File: src/rtl/pipe_stall_ctrl_pkg.sv
// Shared definitions for the pipeline control modules.
//   stall_state_e : stall controller FSM encoding (RUN / MDU_WAIT)
//   MAX_WAIT_DEF  : default mult/div wait watchdog limit in cycles
//   WAIT_CNT_W    : width of the mult/div wait counter
package pipe_stall_ctrl_pkg;

  typedef enum logic {
    ST_RUN      = 1'b0,
    ST_MDU_WAIT = 1'b1
  } stall_state_e;

  localparam int MAX_WAIT_DEF = 64;
  localparam int WAIT_CNT_W   = 8;

endpackage

File: src/rtl/pipe_stall_ctrl_perf_counter.sv
// Generic performance event counter.
//   clk   : clock
//   rst_n : asynchronous active-low reset, clears the count
//   clr   : synchronous clear, wins over inc
//   inc   : count one event this cycle
//   cnt   : current count, wraps modulo 2^CNT_W
module perf_counter #(
  parameter int CNT_W = 32
) (
  input  logic             clk,
  input  logic             rst_n,
  input  logic             clr,
  input  logic             inc,
  output logic [CNT_W-1:0] cnt
);

  always_ff @(posedge clk or negedge rst_n) begin
    if (!rst_n) begin
      cnt <= '0;
    end else if (clr) begin
      cnt <= '0;
    end else if (inc) begin
      cnt <= cnt + {{(CNT_W-1){1'b0}}, 1'b1};
    end
  end

endmodule

File: src/rtl/pipe_stall_ctrl.sv
// Pipeline stall/flush controller for the 5-stage core.
// Turns the ID-stage hazard requests into PC / IF/ID / ID/EX / EX controls,
// tracks multi-cycle mult/div occupancy with a watchdog, and counts
// bubbles and flushes.
//   clk, rst_n      : clock, asynchronous active-low reset
//   branchbubble    : branch operand not ready -> hold ID, bubble EX
//   loaduse_bubble  : load-use hazard -> hold ID, bubble EX
//   id_redirect     : taken branch/jump resolved in ID
//   mem_ready       : data memory access completes (0 = wait)
//   mdu_start       : mult/div issued from EX
//   mdu_done        : mult/div result valid
//   perf_clr        : clear counters and hazard_err
//   pc_we, ifid_we  : register write enables
//   ifid_flush      : NOP into IF/ID
//   idex_flush      : NOP into ID/EX
//   ex_hold         : freeze ID/EX and EX/MEM
//   mdu_busy        : waiting on mult/div
//   hazard_err      : sticky watchdog flag
//   bubble_cnt      : cycles with idex_flush
//   flush_cnt       : cycles with ifid_flush
module pipe_stall_ctrl
  import pipe_stall_ctrl_pkg::*;
#(
  parameter int MAX_WAIT = MAX_WAIT_DEF,
  parameter int CNT_W    = 32
) (
  input  logic             clk,
  input  logic             rst_n,
  input  logic             branchbubble,
  input  logic             loaduse_bubble,
  input  logic             id_redirect,
  input  logic             mem_ready,
  input  logic             mdu_start,
  input  logic             mdu_done,
  input  logic             perf_clr,
  output logic             pc_we,
  output logic             ifid_we,
  output logic             ifid_flush,
  output logic             idex_flush,
  output logic             ex_hold,
  output logic             mdu_busy,
  output logic             hazard_err,
  output logic [CNT_W-1:0] bubble_cnt,
  output logic [CNT_W-1:0] flush_cnt
);

  localparam logic [WAIT_CNT_W-1:0] WAIT_LAST = WAIT_CNT_W'(MAX_WAIT - 1);

  stall_state_e            state_q, state_d;
  logic [WAIT_CNT_W-1:0]   wait_cnt_q, wait_cnt_d;
  logic                    wd_fire;

  always_ff @(posedge clk or negedge rst_n) begin
    if (!rst_n) begin
      state_q    <= ST_RUN;
      wait_cnt_q <= '0;
    end else begin
      state_q    <= state_d;
      wait_cnt_q <= wait_cnt_d;
    end
  end

  always_comb begin
    pc_we      = 1'b1;
    ifid_we    = 1'b1;
    ifid_flush = 1'b0;
    idex_flush = 1'b0;
    ex_hold    = 1'b0;
    state_d    = state_q;
    wait_cnt_d = wait_cnt_q;
    wd_fire    = 1'b0;

    if (!mem_ready) begin
      pc_we   = 1'b0;
      ifid_we = 1'b0;
      ex_hold = 1'b1;
    end else if (state_q == ST_MDU_WAIT && !mdu_done) begin
      pc_we   = 1'b0;
      ifid_we = 1'b0;
      ex_hold = 1'b1;
    end else if (branchbubble || loaduse_bubble) begin
      // The branch may have resolved on stale operands, so a redirect
      // raised alongside a bubble is dropped.
      pc_we      = 1'b0;
      ifid_we    = 1'b0;
      idex_flush = 1'b1;
    end else if (id_redirect) begin
      ifid_flush = 1'b1;
    end

    // A memory wait freezes the whole FSM, including the watchdog.
    if (mem_ready) begin
      if (state_q == ST_RUN) begin
        if (mdu_start) begin
          state_d    = ST_MDU_WAIT;
          wait_cnt_d = '0;
        end
      end else begin
        wait_cnt_d = wait_cnt_q + 1'b1;
        if (mdu_done) begin
          state_d = ST_RUN;
        end else if (wait_cnt_q == WAIT_LAST) begin
          state_d    = ST_RUN;
          wait_cnt_d = '0;
          wd_fire    = 1'b1;
        end
      end
    end

    // While reset is held, keep the pipeline frozen and full of NOPs.
    if (!rst_n) begin
      pc_we      = 1'b0;
      ifid_we    = 1'b0;
      ifid_flush = 1'b1;
      idex_flush = 1'b1;
      ex_hold    = 1'b0;
    end
  end

  assign mdu_busy = (state_q == ST_MDU_WAIT);

  always_ff @(posedge clk or negedge rst_n) begin
    if (!rst_n) begin
      hazard_err <= 1'b0;
    end else if (perf_clr) begin
      hazard_err <= 1'b0;
    end else if (wd_fire) begin
      hazard_err <= 1'b1;
    end
  end

  perf_counter #(.CNT_W(CNT_W)) u_bubble_cnt (
    .clk   (clk),
    .rst_n (rst_n),
    .clr   (perf_clr),
    .inc   (idex_flush),
    .cnt   (bubble_cnt)
  );

  perf_counter #(.CNT_W(CNT_W)) u_flush_cnt (
    .clk   (clk),
    .rst_n (rst_n),
    .clr   (perf_clr),
    .inc   (ifid_flush),
    .cnt   (flush_cnt)
  );

endmodule

File: config.mk
export PLATFORM = sky130hd
export DESIGN_NAME = pipe_stall_ctrl
export DESIGN_NICKNAME = d
export VERILOG_FILES = /design/src/rtl/pipe_stall_ctrl_pkg.sv /design/src/rtl/pipe_stall_ctrl_perf_counter.sv /design/src/rtl/pipe_stall_ctrl.sv
export SDC_FILE = /design/constraint.sdc
export NUM_CORES = 1
export LEC_CHECK = 0
export ABC_AREA = 1
export BUFFER_PORTS_ARGS = -buffer_cell sky130_fd_sc_hd__buf_2
export CORE_UTILIZATION = 25
export CTS_BUF_LIST = sky130_fd_sc_hd__clkbuf_4 sky130_fd_sc_hd__clkbuf_8
export CTS_CLUSTER_SIZE = 16
export DETAILED_ROUTE_END_ITERATION = 10
export PLACE_DENSITY = 0.41
export SETUP_SLACK_MARGIN = 0.5
export SLEW_MARGIN = 20
export SYNTH_ARGS = -nofsm -noshare
export SYNTH_HDL_FRONTEND = slang
export SYNTH_SLANG_ARGS = --single-unit
File: constraint.sdc
create_clock -name clk -period 3.27 [get_ports clk]
set_input_delay 0.327 -clock clk [delete_from_list [all_inputs] [get_ports clk]]
set_output_delay 0.327 -clock clk [all_outputs]
set_load 0.05 [all_outputs]
# --- Yosys cells after proc, flatten, opt, wreduce, memory -nomap -nowiden ---
# Cells that the tools add are included.
word_totals:
  ff_bits: 74
  latchBits: 0
  ram_bits: 0
  rom_bits: 0
  input_bits: 9
  output_inout_bits: 71
  word_cells: 51
  n_memories: 0
classes:
  add_sub_neg: 3
  multipliers: 0
  div: 0
  magnitude_cmp: 0
  n_eq_ne: 1
  shifts: 0
  n_mux: 34
  n_bitwise: 0
  reduce_logical: 8
op_table:
  columns: ["op", "count"]
  rows:
  - ["32-bit 2-to-1 mux", 4]
  - ["32-bit by 1-bit adder with 32-bit output, second input constant", 2]
  - ["8-bit 2-to-1 mux", 4]
  - ["1-bit 2-to-1 mux", 26]
  - ["8-bit by 1-bit adder with 8-bit output, second input constant", 1]
  - ["8-bit by 6-bit == test with 1-bit output, second input constant", 1]
  - ["2-bit nonzero test", 4]
  - ["2-bit AND reduction", 1]
  - ["1-bit logical AND", 1]
  - ["1-bit zero test", 1]
  - ["1-bit logical OR", 1]

# --- Logic depth before layout (Yosys ltp) ---
# Gate-level depths: netlist (run 1).
depth:
  ltp_word: 7
  mapped_depth: 11
  depth_no_buf: 10

# --- Modules after synthesis ---
# Synthesis (run 1) repeated with hierarchy kept, for this count alone.
unflattened:
  hier_cells: 643
  area_unflattened_um2: 4501.8
modules_own_cells:
  columns: ["mod", "n_inst", "cells_each", "area_per_inst_um2"]
  rows:
  - ["perf_counter (u_bubble_cnt)", 1, 274, 1948.1]
  - ["perf_counter (u_flush_cnt)", 1, 273, 1889.3]
  - ["pipe_stall_ctrl", 1, 96, 664.4]

# --- Least setup slack after synthesis (run 1) ---
# Ideal clock, no wire load.
synth_timing:
  path_type: "reg2out"
  from: "reg state_q, in the netlist mdu_busy"
  to: "out pc_we"
  t_arrival_ns: 1.870
  t_required_ns: 2.943
  slack_ns: 1.073
  path_stages_with_launch: 5
  path_cell_list: "dfrtp_1 nand2_1 nand2_1 nor2_1 buf_4"
synth_via:
  elab_chain_cells: 4
synth_lines:
  columns: ["element", "line", "text"]
  rows:
  - ["start: declaration", "pipe_stall_ctrl.sv:49", "stall_state_e state_q, state_d;"]
  - ["start signal: assignment", "pipe_stall_ctrl.sv:58", "state_q <= state_d;"]
  - ["1-bit logical AND", "pipe_stall_ctrl.sv:77", "end else if (state_q == ST_MDU_WAIT && !mdu_done) begin"]
  - ["1-bit 2-to-1 mux (3 in a row)", null, null]
  - ["end: declaration", "pipe_stall_ctrl.sv:36", "output logic pc_we,"]
# No other way between the ends.

# --- Worst setup path after layout (run 1) ---
layout_timing:
  from: "in rst_n"
  to: "out idex_flush"
layout_via:
  elab_chain_cells: 1
layout_lines:
  columns: ["element", "line", "text"]
  rows:
  - ["start: declaration", "pipe_stall_ctrl.sv:28", "input logic rst_n,"]
  - ["1-bit 2-to-1 mux", "pipe_stall_ctrl.sv:111", "if (!rst_n) begin"]
  - ["end: declaration", "pipe_stall_ctrl.sv:39", "output logic idex_flush,"]
# No other way between the ends.

==> results of run 1 <==
-- worst max-delay path, cell delays in order --
cell and delay [ps]:
dlygate4sd3_1 530, buf_4 420, nand2_2 390, buf_2 340
-- state kept, by name (all words and copies together) (netlist names) --
register	flops
wait_cnt_q	8
hazard_err	1
u_bubble_cnt.cnt	32
mdu_busy	1
u_flush_cnt.cnt	32
-- per-layer routing --
metal  GRT usage [%]  part of all wire [%]  vias up
li1                -                     -     2354
met1           19.97                    48     2116
met2           23.67                    46      105
met3           3.458                   4.9       11
met4           4.650                   1.3        0
met5               0                     0        -
-- cells by family after synthesis --
kind of cell	synth area share [%]
DFF	40.15
buffers and inverters	9.468
AOI/OAI and AO/OA	6.565
and+or+nand+nor	42.43
adders and majority gates	0.8140
xor gates and xnor gates	0.5698
-- area by class of cell --
cell class | count | area [µm²] | share of cell area, %
clock inverter | 3 | 15.01 | 0.2769
multi-input combinational | 519 | 2323 | 42.85
timing repair buffer | 83 | 430.4 | 7.937
sequential | 74 | 1852 | 34.15
inverter | 95 | 356.6 | 6.576
clock buffer | 12 | 158.9 | 2.930
tap | 229 | 286.5 | 5.284
-- cell usage after synthesis, drive strengths merged --
| cell | number | area share (%) |
|---|---|---|
| a21o | 2 | 0.33 |
| nor3 | 13 | 1.4 |
| o21a | 1 | 0.16 |
| nor3b | 1 | 0.16 |
| o21ai | 26 | 2.8 |
| nand4 | 21 | 2.8 |
| a22oi | 1 | 0.16 |
| o21bai | 2 | 0.33 |
| nor2 | 168 | 15 |
| nand3 | 51 | 6.0 |
| a22o | 1 | 0.19 |
| ha | 3 | 0.81 |
| xnor2 | 1 | 0.19 |
| buf | 10 | 1.5 |
| xor2 | 2 | 0.38 |
| dfrtp | 74 | 40 |
| a21oi | 19 | 2.1 |
| o22ai | 2 | 0.27 |
| nand2 | 201 | 17 |
| inv | 95 | 7.7 |
| nand3b | 1 | 0.16 |
| a21boi | 1 | 0.24 |
| clkbuf | 3 | 0.27 |
| and2 | 2 | 0.27 |
-- path summary, 6_finish.rpt --
path | startpoint | end | slack, ps | cells past startpoint
min reg2reg | hazard_err | hazard_err | 520 | 1
min in group asynchronous | rst_n | u_flush_cnt.cnt[2] | 470 | 2
min | perf_clr | u_flush_cnt.cnt[10] | 220 | 2
max reg2reg | u_bubble_cnt.cnt[1] | u_bubble_cnt.cnt[14] | 1540 | 9
max | rst_n | idex_flush | 910 | 4
max in group asynchronous | rst_n | u_bubble_cnt.cnt[9] | 1820 | 3
-- where the power goes --
part	total [mW]	switching (mW)	internal (mW)
clock	0.671	0.354	0.318
sequential	0.977	0.0347	0.943
combinational	0.221	0.165	0.0562
==> impl_metrics.py, run 1 <==
metrics = {
    "timing": {
        "max_freq_mhz": 423.6,
        "rsz0062_at_grt": "no",
        "fin_hold_ws_ps": 219.0,
        "fin_crit_sh_pct": 72.19,
        "worst_slack_ps": 909.4,
        "min_period_ps": 2361,
        "finalSetupTns_ps": 0,
        "fin_skew_ps": 9.430,
        "worst_pin_slew_ps": 667.4,
        "setup_viol": 0,
        "slew_headroom_pct": 55.44,
        "hold_viol": 0,
        "drv_slew": 0,
    },
    "finish": {
        "drive_gt1_share_pct": 16.16,
        "final_common_cell": "nand2_1",
        "layout_common_cells": "193 x nand2_1, 155 x nor2_1, 91 x inv_1",
        "finalInstanceArea_mm2": 0.005423,
        "final_nets": 794,
        "synthToLayoutAreaGrowth_pct": 17.58,
        "diodes": 0,
        "finish.utilization_pct": 30.08,
        "fillerInstances": 2022,
        "fin_cells": 1015,
    },
    "detailed_routing": {
        "drt-initial-drc-count": 242,
        "ant_nets": 0,
        "routedWlPerCell_um": 13.12,
        "wirelength_mm": 13.32,
        "viasPerCell": 4.518,
        "first_pass_iters": 4,
        "remaining_drc_errors": 0,
        "vias": 4586,
    },
    "run": {
        "cap_violations": 0,
    },
    "power": {
        "total_power_mw": 1.870,
        "pwr_density_cell_mw_per_mm2": 344.8,
        "vdd_ir_drop_max_uv": 195.1,
        "p_leak_nw": 2.630,
    },
    "global_routing": {
        "grt_use_total_pct": 14.93,
        "grt_pass1_wl_mm": 21.67,
        "antenna_found_initial": 0,
        "grt_pass1_vias": 4164,
        "grt_max_degree": 46,
        "gr-total-overflow": 0,
    },
    "yosys": {
        "yosysWarningCount": 0,
        "synthCells": 701,
        "synth-seq-cells": 74,
        "mappedNetlistNets": 713,
        "yosysUniqueCellTypes": 35,
        "netlist_area_mm2": 0.004612,
        "synth_area_per_cell_um2": 6.579,
        "synth_seq_area_share_pct": 40.15,
    },
    "place": {
        "place_ws_ps": 1422,
        "place.port_buffers": 79,
        "placedCellCount": 999,
        "placed_cell_area_mm2": 0.005239,
        "post-dp-hpwl_mm": 9.994,
        "gp_congestion": 0.8099,
    },
    "cts": {
        "cts_tree": "yes",
        "post_cts_buffers": 0,
        "cts_resized": 0,
        "clock_latency_ps": 370,
        "ctsHtreeMaxLevel": 3,
        "numCtsBuffers": 9,
        "clk_pin_slew_worst_paths_ps": 80,
        "clockBufferDepth": 2,
        "cts_root_buf": "clkbuf_8",
        "hold_buffers": 1,
        "cts_sinks": 74,
    },
    "run_status": {
        "status": "finished, final reports clean",
    },
    "floorplanning": {
        "io_pins": 80,
        "core_mm2": 0.01802,
        "fp.dieW_um": 137.8,
        "initial_core_util_pct": 25.59,
        "rows": 49,
        "die-area_mm2": 0.01899,
        "die_y_um": 137.8,
    },
    "worst_hold_path": {
        "hp-class": "primary input to register",
    },
    "critical_path": {
        "critical_path_required_ps": 2940,
        "arrival_ps": 2030,
        "crit_path_max_fanout": 36,
        "cp-end-kind": "output port",
        "path_class": "primary input to output port",
        "setup.worst_path.start_class": "primary input",
    },
}
Note: power is estimated with default switching activity, not from simulation.
==> run 2, diff against run 1 <==
ABC_AREA = 0   (was 1)
PLACE_DENSITY = 0.43   (was 0.41)
clock period = 2 ns   (was 3.27 ns; I/O delays follow)
==> run 2 against run 1 <==
Compared with the run above: the run now ends with design-rule violations left; synthesized cell count down 42%; worst setup slack worse by 740 ps; total power up 75%; area after synthesis down 16%; worst hold slack worse by 150 ps; utilization up 9.3 points; combinational power up 150%; global-route usage about the same; largest cell class unchanged; largest power group unchanged.
==> impl_metrics.py, run 2 <==
metrics = {
    "floorplanning": {
        "rows": 45,
        "die_y_um": 126.2,
        "initial_core_util_pct": 25.44,
        "die-area_mm2": 0.01592,
        "core_mm2": 0.01515,
        "fp.dieW_um": 126.2,
        "io_pins": 80,
    },
    "cts": {
        "cts_tree": "yes",
        "cts_sinks": 74,
        "clk_pin_slew_worst_paths_ps": 80,
        "ctsHtreeMaxLevel": 3,
        "clockBufferDepth": 2,
        "clock_latency_ps": 370,
        "cts_root_buf": "clkbuf_8",
        "numCtsBuffers": 9,
    },
    "power": {
        "pwr-share-clk_pct": 33.3,
        "vdd_ir_drop_max_uv": 319.7,
        "p_leak_nw": 2.622,
        "netSwitchingPower_uw": 949.4,
        "seqPwrFrac_pct": 49.9,
        "p_sw_share_pct": 29.04,
        "total_power_mw": 3.269,
        "p_int_mw": 2.320,
        "pwr_density_cell_mw_per_mm2": 548.0,
        "power_frac_comb_pct": 16.8,
    },
    "yosys": {
        "yosys.area.top_type": "dfrtp_1",
        "ys.flop_type": "dfrtp_1",
        "netlist_area_mm2": 0.003854,
        "yosysWarningCount": 0,
        "synth_area_per_cell_um2": 9.445,
        "synth_area_leaders": "dfrtp_1 48%, xor2_1 6.6%, nor2_1 5.2%, nand4_1 4.1%, a21oi_1 3.6%",
        "yosysUniqueCellTypes": 46,
        "ys_async_sr_fraction_pct": 100.0,
        "synth_top_area_share_pct": 48.05,
        "synth_commonest_cells": "74 x dfrtp_1, 53 x nor2_1, 29 x xor2_1, 28 x a21oi_1, 26 x nand3_1",
        "yosysMostFrequentCell": "dfrtp_1",
        "synth_seq_area_share_pct": 48.05,
        "synth-seq-cells": 74,
        "synth-edff-count": 0,
        "synthCells": 408,
        "mappedNetlistNets": 420,
    },
    "finish": {
        "final_nets": 583,
        "diodes": 0,
        "fillerInstances": 1498,
        "synthToLayoutAreaGrowth_pct": 54.81,
        "layout_common_cells": "73 x buf_2, 63 x buf_4, 52 x dfrtp_2",
        "drive_gt1_share_pct": 53.13,
        "final_common_cell": "buf_2",
        "reg.largest.list": "u_bubble_cnt.cnt (32), u_flush_cnt.cnt (32), wait_cnt_q (8)",
        "finish.utilization_pct": 39.39,
        "finalInstanceArea_mm2": 0.005966,
    },
    "timing": {
        "finalSetupTns_ps": 0,
        "slew_headroom_pct": 64.37,
        "fin_skew_ps": 12.14,
        "fin_crit_sh_pct": 91.56,
        "max_freq_mhz": 546.1,
        "setup_viol": 0,
        "rsz0062_at_grt": "yes",
        "hold_viol": 0,
        "drv_slew": 0,
        "worst_pin_slew_ps": 534.4,
        "min_period_ps": 1831,
    },
    "detailed_routing": {
        "routedWlPerCell_um": 14.70,
        "drt-initial-drc-count": 207,
        "viasPerCell": 4.872,
        "vias": 3722,
        "first_pass_iters": 7,
        "remaining_drc_errors": 2,
        "ant_nets": 0,
        "wirelength_mm": 11.23,
    },
    "run_status": {
        "violations": "design-rule violations",
        "status": "complete, but fails checks",
    },
    "critical_path": {
        "path_class": "register to register",
        "r2r-start": "mdu_busy",
        "cp-startpoint": "mdu_busy",
        "critical_path_required_ps": 2300,
        "cp-end-kind": "register",
        "crit_path_max_fanout": 3,
        "worst-r2r-setup-slack_ps": 170,
        "ff2ff_path_depth": 7,
        "arrival_ps": 2130,
        "timing.rr.end": "u_flush_cnt.cnt[31]",
        "setup.worst_path.start_class": "register",
    },
    "place": {
        "post-dp-hpwl_mm": 7.299,
        "place.port_buffers": 79,
        "gp_congestion": 0.7947,
        "placed_cell_area_mm2": 0.004895,
    },
    "global_routing": {
        "grt_pass1_wl_mm": 18.55,
        "gr-total-overflow": 0,
        "antenna_found_initial": 1,
        "grt_max_degree": 66,
        "grt_use_total_pct": 14.95,
        "grt_pass1_vias": 3632,
    },
    "run": {
        "cap_violations": 0,
    },
    "worst_hold_path": {
        "hp-class": "primary input to async pin",
    },
}
## run 2: per-stage QoR
step           instances  hold WS (ps)  setup slack, ps
4_1_cts              747         71.69            142.6
2_1_floorplan        408        -95.59            37.14
6_report             764         65.50            168.8
3_5_place_dp         690         81.48           -11.94
3_3_place_gp         690         81.53           -2.297
5_1_grt              764         113.3            124.4
## run 2: logic make-up after synthesis
| logic type | count (synthesis) | share of synthesized area [%] |
|---|---|---|
| AO/OA/AOI/OAI | 69 | 10.03 |
| XOR/XNOR | 39 | 8.863 |
| adder cells (fa/ha/maj) | 3 | 0.9741 |
| buffers and inverters | 23 | 3.247 |
| flip-flops | 74 | 48.05 |
| multiplexers | 4 | 1.071 |
| AND/OR/NAND/NOR | 196 | 27.76 |
## run 2: layer usage
metal	global-route usage (%)	part of all wire, %	up-vias	wire length [µm]
met3	3.398	4.2	17	468
met2	22.68	46	66	5204
li1	-	-	1806	-
met5	0	0.11	-	12
met1	20.36	48	1831	5352
met4	6.378	1.7	2	195
## run 2: how the worst max path moves through the flow
stage / slack (ps) / depth (start not counted) / to
after global placement: -2 / 7 / u_flush_cnt.cnt[8]
after detailed placement: -10 / 7 / u_flush_cnt.cnt[8]
final: 170 / 7 / u_flush_cnt.cnt[31]
after floorplan: 40 / 5 / u_flush_cnt.cnt[27]
after global routing: 120 / 8 / u_flush_cnt.cnt[25]
after CTS: 140 / 7 / u_flush_cnt.cnt[31]
## run 2: critical path, stage by stage, from the launching register on
cell and delay (ps):
dfrtp_2 400, nor2b_4 130, o31a_1 330, clkinv_4 100, buf_6 130, nand2_4 60, or4_1 480, a21oi_1 140
## run 2: power groups by stage
stage / Sequential, mW / Clock [mW] / Combinational, mW
after floorplan: 1.69 / 0 / 0.253
after global placement: 1.65 / 0 / 0.418
after detailed placement: 1.65 / 0 / 0.424
after CTS: 1.62 / 1.14 / 0.509
after global routing: 1.64 / 1.20 / 0.602
final: 1.63 / 1.09 / 0.549
## run 2: timing repair
item,4_1_cts,5_1_grt
endpoints found under the setup margin,62,77
hold buffers,2,0
gates resized for setup,54,50
endpoints found under the hold margin,12,0
gates cloned,1,0
pin swaps,41,61
setup buffers,38,17
## run 2: cell type report
class / count / area (µm²) / share of cell area [%]
multi-input cells: 312 / 2385 / 39.97
flip-flops and latches: 74 / 1917 / 32.13
repair buffers: 166 / 1215 / 20.37
well taps: 188 / 235.2 / 3.943
clock buffers: 13 / 160.2 / 2.685
inverters: 8 / 38.79 / 0.6502
clock inverters: 3 / 15.01 / 0.2517
==> run 3, diff against run 2 <==
ABC_AREA = 1   (was 0)
PLACE_DENSITY = 0.42   (was 0.43)
clock period = 1.6 ns   (was 2 ns; I/O delays follow)
==> run 3 against run 2 <==
Compared with the run above: clock skew hardly changed; worst hold slack worse by 24 ps; final area is 27% higher; routed wire length increased by 40%; combinational power rose by 70%; sequential share of layout area is 6.6 points lower; sequential cell count stayed put; non-clock buffer count fell by 6; clock-buffer cell count is 1 higher; critical endpoint is now u_flush_cnt.cnt[3]; die area is 19% higher; the flow now finishes without violations; register-to-register slack got worse by 60 ps; cell count increased by 43%.
==> impl_metrics.py, run 3 (synthesis gave the netlist of run 1 again) <==
metrics = {
    "detailed_routing": {
        "routedWlPerCell_um": 14.39,
        "remaining_drc_errors": 0,
        "viasPerCell": 4.612,
        "ant_nets": 0,
        "wirelength_mm": 15.76,
        "drt-initial-drc-count": 230,
        "vias": 5050,
        "first_pass_iters": 5,
    },
    "place": {
        "place_ws_ps": 15.15,
        "post-dp-hpwl_mm": 10.38,
        "place.port_buffers": 79,
        "placed_cell_area_mm2": 0.005610,
        "gp_congestion": 0.8238,
    },
    "critical_path": {
        "arrival_ps": 1750,
        "crit_chain": "a21boi_2 > nand2_4 > buf_6 > buf_12 > nand2_8 > nand2_4 > o21ai_2 > a21oi_1",
        "r2r-start": "mdu_busy",
        "setup.worst_path.start_class": "register",
        "critical_path_required_ps": 1860,
        "cp_num_cells": 8,
        "cp-startpoint": "mdu_busy",
        "ff2ff_path_depth": 8,
        "critical_path_buf_inv_count": 2,
        "timing.rr.end": "u_flush_cnt.cnt[3]",
        "slowest_stage": "dfrtp_2",
        "crit_path_max_fanout": 8,
        "cp-end-kind": "register",
        "cp_slowest_stage_delay_ps": 440,
        "path_common_cell": "nand2_4",
        "path_class": "register to register",
        "worst-r2r-setup-slack_ps": 110,
        "endpoint": "u_flush_cnt.cnt[3]",
        "crit_family": "flip-flops",
    },
    "floorplanning": {
        "core_mm2": 0.01802,
        "die_y_um": 137.8,
        "fp.dieW_um": 137.8,
        "initial_core_util_pct": 25.59,
        "io_pins": 80,
        "die-area_mm2": 0.01899,
        "rows": 49,
    },
    "timing": {
        "max_freq_mhz": 669.7,
        "setup_viol": 0,
        "fin_hold_ws_ps": 41.76,
        "fin_crit_sh_pct": 93.33,
        "rsz0062_at_grt": "yes",
        "fin_skew_ps": 11.91,
        "min_period_ps": 1493,
        "worst_pin_slew_ps": 544.9,
        "slew_headroom_pct": 63.67,
        "finalSetupTns_ps": 0,
        "hold_viol": 0,
        "worst_slack_ps": 106.8,
        "drv_slew": 0,
    },
    "global_routing": {
        "grt_pass1_vias": 5026,
        "grt_use_total_pct": 17.72,
        "grt_max_degree": 40,
        "gr-total-overflow": 0,
        "antenna_found_initial": 0,
        "grt_pass1_wl_mm": 25.62,
    },
    "cts": {
        "clock_latency_ps": 380,
        "cts_tree": "yes",
        "cts_root_buf": "clkbuf_8",
        "clockBufferDepth": 2,
        "clk_pin_slew_worst_paths_ps": 80,
        "numCtsBuffers": 9,
        "ctsHtreeMaxLevel": 3,
        "cts_sinks": 74,
    },
    "finish": {
        "layout_common_cells": "164 x nand2_1, 134 x nor2_1, 82 x inv_1",
        "reg.largest.list": "u_bubble_cnt.cnt (32), u_flush_cnt.cnt (32), wait_cnt_q (8)",
        "finish.utilization_pct": 41.87,
        "finalInstanceArea_mm2": 0.007547,
        "final_nets": 873,
        "diodes": 0,
        "drive_gt1_share_pct": 43.19,
        "synthToLayoutAreaGrowth_pct": 63.65,
        "final_common_cell": "nand2_1",
        "fillerInstances": 1830,
    },
    "run_status": {
        "status": "finished, final reports clean",
    },
    "power": {
        "pwr_density_cell_mw_per_mm2": 589.3,
        "vdd_ir_drop_max_uv": 372.4,
        "p_leak_nw": 3.283,
    },
    "run": {
        "cap_violations": 0,
    },
    "worst_hold_path": {
        "hp-class": "primary input to async pin",
    },
}
## run 3: worst min-delay path by stage
stage / start / to / slack (ps) / depth (start not counted)
detailed placement: rst_n / mdu_busy / -5 / 1
global placement: rst_n / mdu_busy / -6 / 1
CTS: rst_n / u_flush_cnt.cnt[4] / 30 / 2
floorplan: rst_n / hazard_err / -140 / 0
global route: rst_n / u_flush_cnt.cnt[3] / 40 / 2
finish: rst_n / u_flush_cnt.cnt[3] / 40 / 2
## run 3: metal layers
layer	track usage (%)	share of wire (%)	vias up
li1	-	-	2532
met1	21.64	45	2394
met2	30.85	50	107
met3	3.679	3.9	17
met4	5.737	1.5	0
met5	0	0	-
## run 3: repair_timing
action | in CTS | in global routing
hold endpoints to repair | 7 | 0
endpoints found under the setup margin | 145 | 145
pin swaps | 24 | 43
cloned | 3 | 0
gates resized for setup | 220 | 99
buffers inserted | 50 | 18
hold buffers | 1 | 0
## run 3: per-stage QoR
stage | total power, mW | std cells
global placement | 2.600 | 1007
floorplan | 2.433 | 701
CTS | 4.429 | 1077
detailed placement | 2.616 | 1007
global route | 4.676 | 1095
finish | 4.447 | 1095
## run 3: power by group
group | leakage (nW) | internal [mW] | total (mW) | switching (mW)
sequential | 0.928 | 1.93 | 2.00 | 0.0741
clock | 0.103 | 0.723 | 1.51 | 0.785
combinational | 2.25 | 0.409 | 0.935 | 0.526
## run 3: cell type report
| cell class | count | area [µm²] | area share, % |
|---|---|---|---|
| multi-input combinational | 521 | 3073 | 40.72 |
| timing repair buffer | 160 | 1702 | 22.55 |
| tap | 229 | 286.5 | 3.796 |
| sequential | 74 | 1924 | 25.50 |
| clock buffer | 14 | 180.2 | 2.387 |
| clock inverter | 2 | 10.01 | 0.1326 |
| inverter | 95 | 371.6 | 4.924 |
